==> src/rtl/vedic_pkg.sv <==
// Shared types and defaults for the vedic arithmetic datapath.
package vedic_pkg;

  typedef enum logic [1:0] {IDLE, DIV, DONE} div_state_t;

  localparam int VEDIC_W_DEFAULT = 4;

endpackage

==> src/rtl/vedic_div_step.sv <==
// One restoring-division step: shift in the next dividend bit, trial-subtract the divisor.
module vedic_div_step #(
  parameter int W = 4
) (
  input  logic [W-1:0] p,
  input  logic         bit_in,
  input  logic [W-1:0] b,
  output logic [W-1:0] p_next,
  output logic         q_bit
);

  logic [W:0] sh;
  logic [W:0] t;

  // The remainder is always below b, so W bits hold it between steps; only the trial needs W+1.
  always_comb begin
    sh     = {p, bit_in};
    t      = sh - {1'b0, b};
    q_bit  = ~t[W];
    p_next = t[W] ? sh[W-1:0] : t[W-1:0];
  end

endmodule

==> src/rtl/vedic_seq_divider.sv <==
// Multi-cycle unsigned restoring divider, one quotient bit per clock.
// Optional VEDIC_DIV_ZERO_ERR_EN adds the err port and a one-cycle divide-by-zero path.
module vedic_seq_divider
  import vedic_pkg::*;
#(
  parameter int W = VEDIC_W_DEFAULT
) (
  input  logic         clk,
  input  logic         rst_n,
  input  logic         start,
  input  logic [W-1:0] a,
  input  logic [W-1:0] b,
  output logic [W-1:0] q,
  output logic [W-1:0] r,
  output logic         busy,
  output logic         done
`ifdef VEDIC_DIV_ZERO_ERR_EN
  ,
  output logic         err
`endif
);

  localparam int CW = $clog2(W + 1);

  div_state_t     state, state_n;
  logic [W-1:0]   p;
  logic [W-1:0]   dq;
  logic [W-1:0]   dv;
  logic [CW-1:0]  cnt;
  logic [W-1:0]   p_next;
  logic           q_bit;
  logic           accept;
  logic           finish;
  logic           zero_div;
  logic [W-1:0]   q_res;
  logic [W-1:0]   r_res;

`ifdef VEDIC_DIV_ZERO_ERR_EN
  assign zero_div = (dv == '0);
`else
  assign zero_div = 1'b0;
`endif

  vedic_div_step #(.W(W)) u_step (
    .p      (p),
    .bit_in (dq[W-1]),
    .b      (dv),
    .p_next (p_next),
    .q_bit  (q_bit)
  );

  always_comb begin
    state_n = state;
    accept  = (state != DIV) && start;
    finish  = (state == DIV) && ((cnt == CW'(1)) || zero_div);
    // dq doubles as dividend shifter and quotient accumulator; unshifted it still holds a.
    q_res   = {dq[W-2:0], q_bit};
    r_res   = p_next;
    if (zero_div) begin
      q_res = '1;
      r_res = dq;
    end
    case (state)
      IDLE:    if (start) state_n = DIV;
      DIV:     if (finish) state_n = DONE;
      DONE:    state_n = start ? DIV : IDLE;
      default: state_n = IDLE;
    endcase
  end

  always_ff @(posedge clk or negedge rst_n) begin
    if (!rst_n) begin
      state <= IDLE;
      p     <= '0;
      dq    <= '0;
      dv    <= '0;
      cnt   <= '0;
      q     <= '0;
      r     <= '0;
      busy  <= 1'b0;
      done  <= 1'b0;
`ifdef VEDIC_DIV_ZERO_ERR_EN
      err   <= 1'b0;
`endif
    end else begin
      state <= state_n;
      done  <= finish;
      if (accept) begin
        p    <= '0;
        dq   <= a;
        dv   <= b;
        cnt  <= CW'(W);
        busy <= 1'b1;
`ifdef VEDIC_DIV_ZERO_ERR_EN
        err  <= 1'b0;
`endif
      end else if (state == DIV) begin
        p   <= p_next;
        dq  <= {dq[W-2:0], q_bit};
        cnt <= cnt - CW'(1);
        if (finish) begin
          q    <= q_res;
          r    <= r_res;
          busy <= 1'b0;
`ifdef VEDIC_DIV_ZERO_ERR_EN
          err  <= zero_div;
`endif
        end
      end
    end
  end

endmodule
==> config.mk <==
export PLATFORM = sky130hd
export DESIGN_NAME = vedic_seq_divider
export DESIGN_NICKNAME = d
export VERILOG_FILES = /design/src/rtl/vedic_pkg.sv /design/src/rtl/vedic_div_step.sv /design/src/rtl/vedic_seq_divider.sv
export SDC_FILE = /design/constraint.sdc
export NUM_CORES = 1
export LEC_CHECK = 0
export BUFFER_PORTS_ARGS = -buffer_cell sky130_fd_sc_hd__buf_4
export CAP_MARGIN = 20
export CORE_MARGIN = 1.5
export CORE_UTILIZATION = 54
export DETAILED_ROUTE_END_ITERATION = 8
export GPL_TIMING_DRIVEN = 0
export PLACE_DENSITY = 0.89
export SETUP_SLACK_MARGIN = 0.5
export SYNTH_ARGS = -nofsm -noshare
export SYNTH_HDL_FRONTEND = slang
export SYNTH_SLANG_ARGS = --single-unit
==> constraint.sdc <==
create_clock -name clk -period 2.7 [get_ports clk]
set_input_delay 0.135 -clock clk [delete_from_list [all_inputs] [get_ports clk]]
set_output_delay 0.135 -clock clk [all_outputs]
set_load 0.005 [all_outputs]
; After elaboration in Yosys (flattened, before gate mapping)
; Index checks and enable logic that the tools add are counted.
[op_classes]
n_mux = 14
n_eq_ne = 6
n_bitwise = 2
n_addsub = 2
n_reduce_logical = 8
[op_table]
columns = op, n
row1 = 4-bit 2-to-1 mux, 5
row2 = 3-bit 2-to-1 mux, 2
row3 = 2-bit one-hot mux with 3 select lines, 1
row4 = 5-bit by 4-bit subtractor with 5-bit output, 1
row5 = 1-bit 2-to-1 mux, 4
row6 = 2-bit 2-to-1 mux, 2
row7 = 2-bit != test (second input constant), 2
row8 = 2-bit AND reduction, 2
row9 = 2-bit nonzero test, 2
row10 = 3-bit by 1-bit equality test with 1-bit output (second input constant), 1
row11 = 3-bit AND reduction, 1
row12 = 3-bit by 1-bit subtractor with 3-bit output (second input constant), 1
row13 = 2-bit by 1-bit equality test with 1-bit output (second input constant), 1
row14 = 2-bit equality test (second input constant), 1
row15 = 1-bit logical AND, 2
row16 = 2-bit logical NOT, 1
row17 = 2-bit by 1-bit != test with 1-bit output (second input constant), 1
row18 = 1-bit inverter, 2
[totals]
elab_cells = 41
out_inout_bits = 10
reg_bits = 27
in_bits = 11

; Depth between registers and ports, before layout
[logic_depth]
depth_word = 5
mapped_depth = 8
ltp_nobuf = 8

; Hierarchy
; Synthesis repeated with hierarchy kept, for this count alone.
[hier_totals]
cells_unflattened = 114
area_unflattened_um2 = 1353.8
[modules_own_cells]
columns = mod, area_each_um2, cells_each, seq_area_each_um2, instances
row1 = vedic_seq_divider, 1152.4, 90, 675.6, 1
row2 = vedic_div_step, 201.4, 24, 0.0, 1

; Least setup slack after synthesis
; OpenSTA, ideal clock, no wires.
[synth_path]
path_type = flip-flop to flip-flop
startpoint = reg dv[0]
endpoint = reg p[0]
synth_period_minus_slack_ns = 2.100
slack_ns = 0.600
arrival_ns = 2.017
setup_ns = 0.083
path_stages_with_launch = 8
required_ns = 2.617
n_path_buf = 0
path_cell_list = dfrtp_1 > ha_1 > fa_1 > nand2b_1 > a21oi_2 > xor2_4 > mux2_4 > o21ai_0
[synth_via]
elab_chain_cells = 4
[synth_lines]
columns = element, line
row1 = "start, declared", vedic_seq_divider.sv:28  ; logic [W-1:0] dv;
row2 = "start signal, assigned", vedic_seq_divider.sv:76  ; dv <= '0;
row3 = "start signal, assigned", vedic_seq_divider.sv:91  ; dv <= b;
row4 = 5-bit by 4-bit subtractor with 5-bit output, vedic_div_step.sv:18  ; t = sh - {1'b0, b};
row5 = 4-bit 2-to-1 mux, vedic_div_step.sv:20  ; p_next = t[W] ? sh[W-1:0] : t[W-1:0];
row6 = 4-bit 2-to-1 mux, vedic_seq_divider.sv:97  ; end else if (state == DIV) begin
row7 = 4-bit 2-to-1 mux, vedic_seq_divider.sv:88  ; if (accept) begin
row8 = "end signal, assigned", vedic_seq_divider.sv:98  ; p <= p_next;
row9 = "end, declared", vedic_seq_divider.sv:26  ; logic [W-1:0] p;
; Every way passes these cells. The select of a mux whose other input is x is not followed.
; A chain may end at the register's enable or synchronous reset.

; Final worst setup path
[layout_path]
startpoint = reg dq[3]
endpoint = reg p[1]
[layout_via]
elab_chain_cells = 4
[layout_lines]
columns = element, line
row1 = "start, declared", vedic_seq_divider.sv:27  ; logic [W-1:0] dq;
row2 = "start signal, assigned", vedic_seq_divider.sv:99  ; dq <= {dq[W-2:0], q_bit};
row3 = 5-bit by 4-bit subtractor with 5-bit output, vedic_div_step.sv:18
row4 = 4-bit 2-to-1 mux, vedic_div_step.sv:20
row5 = 4-bit 2-to-1 mux, vedic_seq_divider.sv:97
row6 = 4-bit 2-to-1 mux, vedic_seq_divider.sv:88
; Every way passes these cells. The select of a mux whose other input is x is not followed.

==> results.yml <==
timing:
  tightest_slew_ns: 0.4455
  rsz0062_at_grt: "true"
  slew_headroom: 0.7030
  hold_slack_ns: 0.01094
  setup_violations: 0
  fin_crit_ns: 2.140
  hold_viol: 0
  max_freq_ghz: 0.4674
  period_share: 0.7925
  drv_slew: 0
  setup_tns_ns: 0
  skew_ns: 0.001291
die:
  rows: 17
  die_y_um: 51.62
  start_util: 0.5769
  core_area_um2: 2212
  dieArea_um2: 2664
  die_w_um: 51.62
  io_pins: 21
placed_design:
  dpl.hpwl_mm: 1.835
  placed_cell_area_um2: 1454
  io_buffers: 19
  dp.cells: 170
  gp_congestion: 0.8069
grt:
  grt_max_degree: 28
  grt_usage: 0.2161
  antenna_found_initial: 0
  grt_pass1_wl_mm: 4.202
  grt-ovfl-total: 0
  grt_pass1_vias: 960
clock_tree:
  htree_levels: 1
  cts_tree: "done"
  numCtsBuffers: 3
  clock_latency_ns: 0.34
  clkTransAtPathRegs_ns: 0.15
  cts.path.max_buffers: 2
  cts_sinks: 27
  root_buffer: "clkbuf_4"
finish:
  design_area_um2: 1567
  final_cells: 180
  area_delta_synth_final_pct: 22.74
  antennaDiodeCount: 0
  fin_util: 0.7081
  drive_gt1_frac: 0.2763
  final_cell_mix: "nand2_1, dfrtp_1, buf_4, inv_1"
  nets: 171
drt:
  drt-vias-per-instance: 5.333
  ant_nets: 0
  wl_mm: 2.603
  drc: 0
  via_count: 960
  initialDrtViolationCount: 31
  wl_per_cell_um: 14.46
  first_pass_iters: 6
setup_path:
  crit_fanout: 6
  endpoint_kind: "flop"
  worstSetupPathType: "reg2reg"
  critPathSlowestCell: "dfrtp_1"
  critPathMaxStageDelay_ns: 0.40
  crit_family: "adder cells"
  arrival_ns: 2.42
  cp.required_ns: 2.98
  path_cells: "inv_2 > ha_4 > fa_2 > nand2b_4 > a21oi_4 > xor2_4 > mux2_4 > o21ai_2"
  start_kind: "flop"
  crit_buf_inv: 1
pwr:
  total_leakage_power_nw: 0.7962
  ir_drop_mv: 0.7810
  powerDensity_nw_per_um2: 1359
yosys:
  ys_ff_latch: 27
  ys_types: 23
  syn_inst: 123
  ys_seq_area_frac: 0.5294
  avgSynthCellArea_um2: 10.38
  syn_area_um2: 1276
  yosys_warnings: 0
  synth_fp_nets: 141
run_status:
  status: "finished clean"
min_path:
  hold_path_class: "in2reg"
run:
  cap_violations: 0
[per-layer routing]
metal,track usage,wire (um),vias up
met5,0,0,-
met4,0.06579,28,0
met3,0.02874,62,3
met2,0.3718,1405,17
met1,0.2854,1107,480
li1,-,-,460
[cells in the mapped netlist]
cell type | n | area (um^2)
a31oi_1 | 1 | 6.260
o21ai_0 | 9 | 45.04
xor2_4 | 1 | 27.53
fa_1 | 1 | 20.02
nand3_1 | 4 | 20.02
buf_2 | 1 | 5.000
mux2_4 | 2 | 30.03
a21oi_2 | 1 | 8.760
mux2_2 | 4 | 45.04
clkbuf_1 | 3 | 11.26
ha_1 | 6 | 75.07
nor2_1 | 5 | 18.77
o21ai_1 | 6 | 30.03
nand2b_1 | 2 | 12.51
mux2i_1 | 6 | 60.06
nand2_1 | 27 | 101.4
dfrtp_1 | 27 | 675.7
nor2b_1 | 2 | 12.51
xor2_1 | 1 | 8.760
inv_1 | 10 | 37.54
a21oi_1 | 2 | 10.01
o22ai_1 | 1 | 6.260
xnor2_1 | 1 | 8.760
[report_power, final]
part / internal [W] / total [W] / switching, W
Sequential: 0.000586 / 0.000717 / 0.000131
Combinational: 0.000617 / 0.00122 / 0.000604
Clock: 0.0000607 / 0.000191 / 0.000130
[worst paths after layout]
| kind | startpoint | end | slack [ns] | depth (start not counted) |
|---|---|---|---|---|
| max | dq[3] | p[1] | 0.56 | 8 |
| min | b[0] | dv[0] | 0.01 | 2 |
| max reg2reg | dq[3] | p[1] | 0.56 | 8 |
| min reg2reg | q[0] | q[0] | 0.50 | 2 |
| max in group asynchronous | rst_n | r[3] | 2.24 | 2 |
| min in group asynchronous | rst_n | dq[1] | 0.21 | 2 |
[state kept, by name, indices dropped and copies added, names as in the netlist]
register,count
p,4
state,2
cnt,3
done,1
r,4
q,4
dq,4
dv,4
busy,1
[worst reg2reg max path, delay by kind of cell (launching register included)]
| kind | cells | cell delay (ns) |
|---|---|---|
| xor+xnor | 1 | 0.29 |
| fa+ha+maj | 2 | 0.50 |
| compound gates | 2 | 0.31 |
| buf+inv | 1 | 0.06 |
| simple gates | 1 | 0.16 |
| mux | 1 | 0.35 |
| flops | 1 | 0.40 |
[kinds of logic (layout without fill, tap and decap cells)]
| family | Yosys count | count (layout) | share of synthesized area |
|---|---|---|---|
| AOI/OAI and AO/OA | 20 | 20 | 0.08334 |
| muxes | 12 | 12 | 0.1059 |
| and+or+nand+nor | 40 | 40 | 0.1294 |
| buffers and inverters | 14 | 43 | 0.04216 |
| adders and majority gates | 7 | 7 | 0.07451 |
| DFF | 27 | 27 | 0.5294 |
| xor gates and xnor gates | 3 | 3 | 0.03530 |
[per-stage QoR]
stage	worst slack [ns]	total power, W
after floorplan	0.6002	0.001405
after global placement	0.4272	0.001634
after detailed placement	0.3593	0.001714
after CTS	0.5046	0.002061
after global routing	0.4703	0.002279
final	0.5604	0.002129
[cell type report]
cell class              instances  area [um^2]
inverters                      10        37.54
fillers                       167        645.6
multi-input cells              82        580.6
clock inverters                 1        8.758
repair buffers                 25        190.2
plain buffers                   4        16.27
flip-flops and latches         27        675.6
well taps                      28        35.03
clock buffers                   3        22.52
[timing repair]
item | 4_1_cts | 5_1_grt
hold buffers | 1 | 0
pin swaps | 2 | 3
gates resized for setup | 8 | 1
endpoints found under the setup margin | 8 | 8
buffers inserted | 3 | 2
hold endpoints to repair | 27 | 0
(Power assumes the default switching activity.)
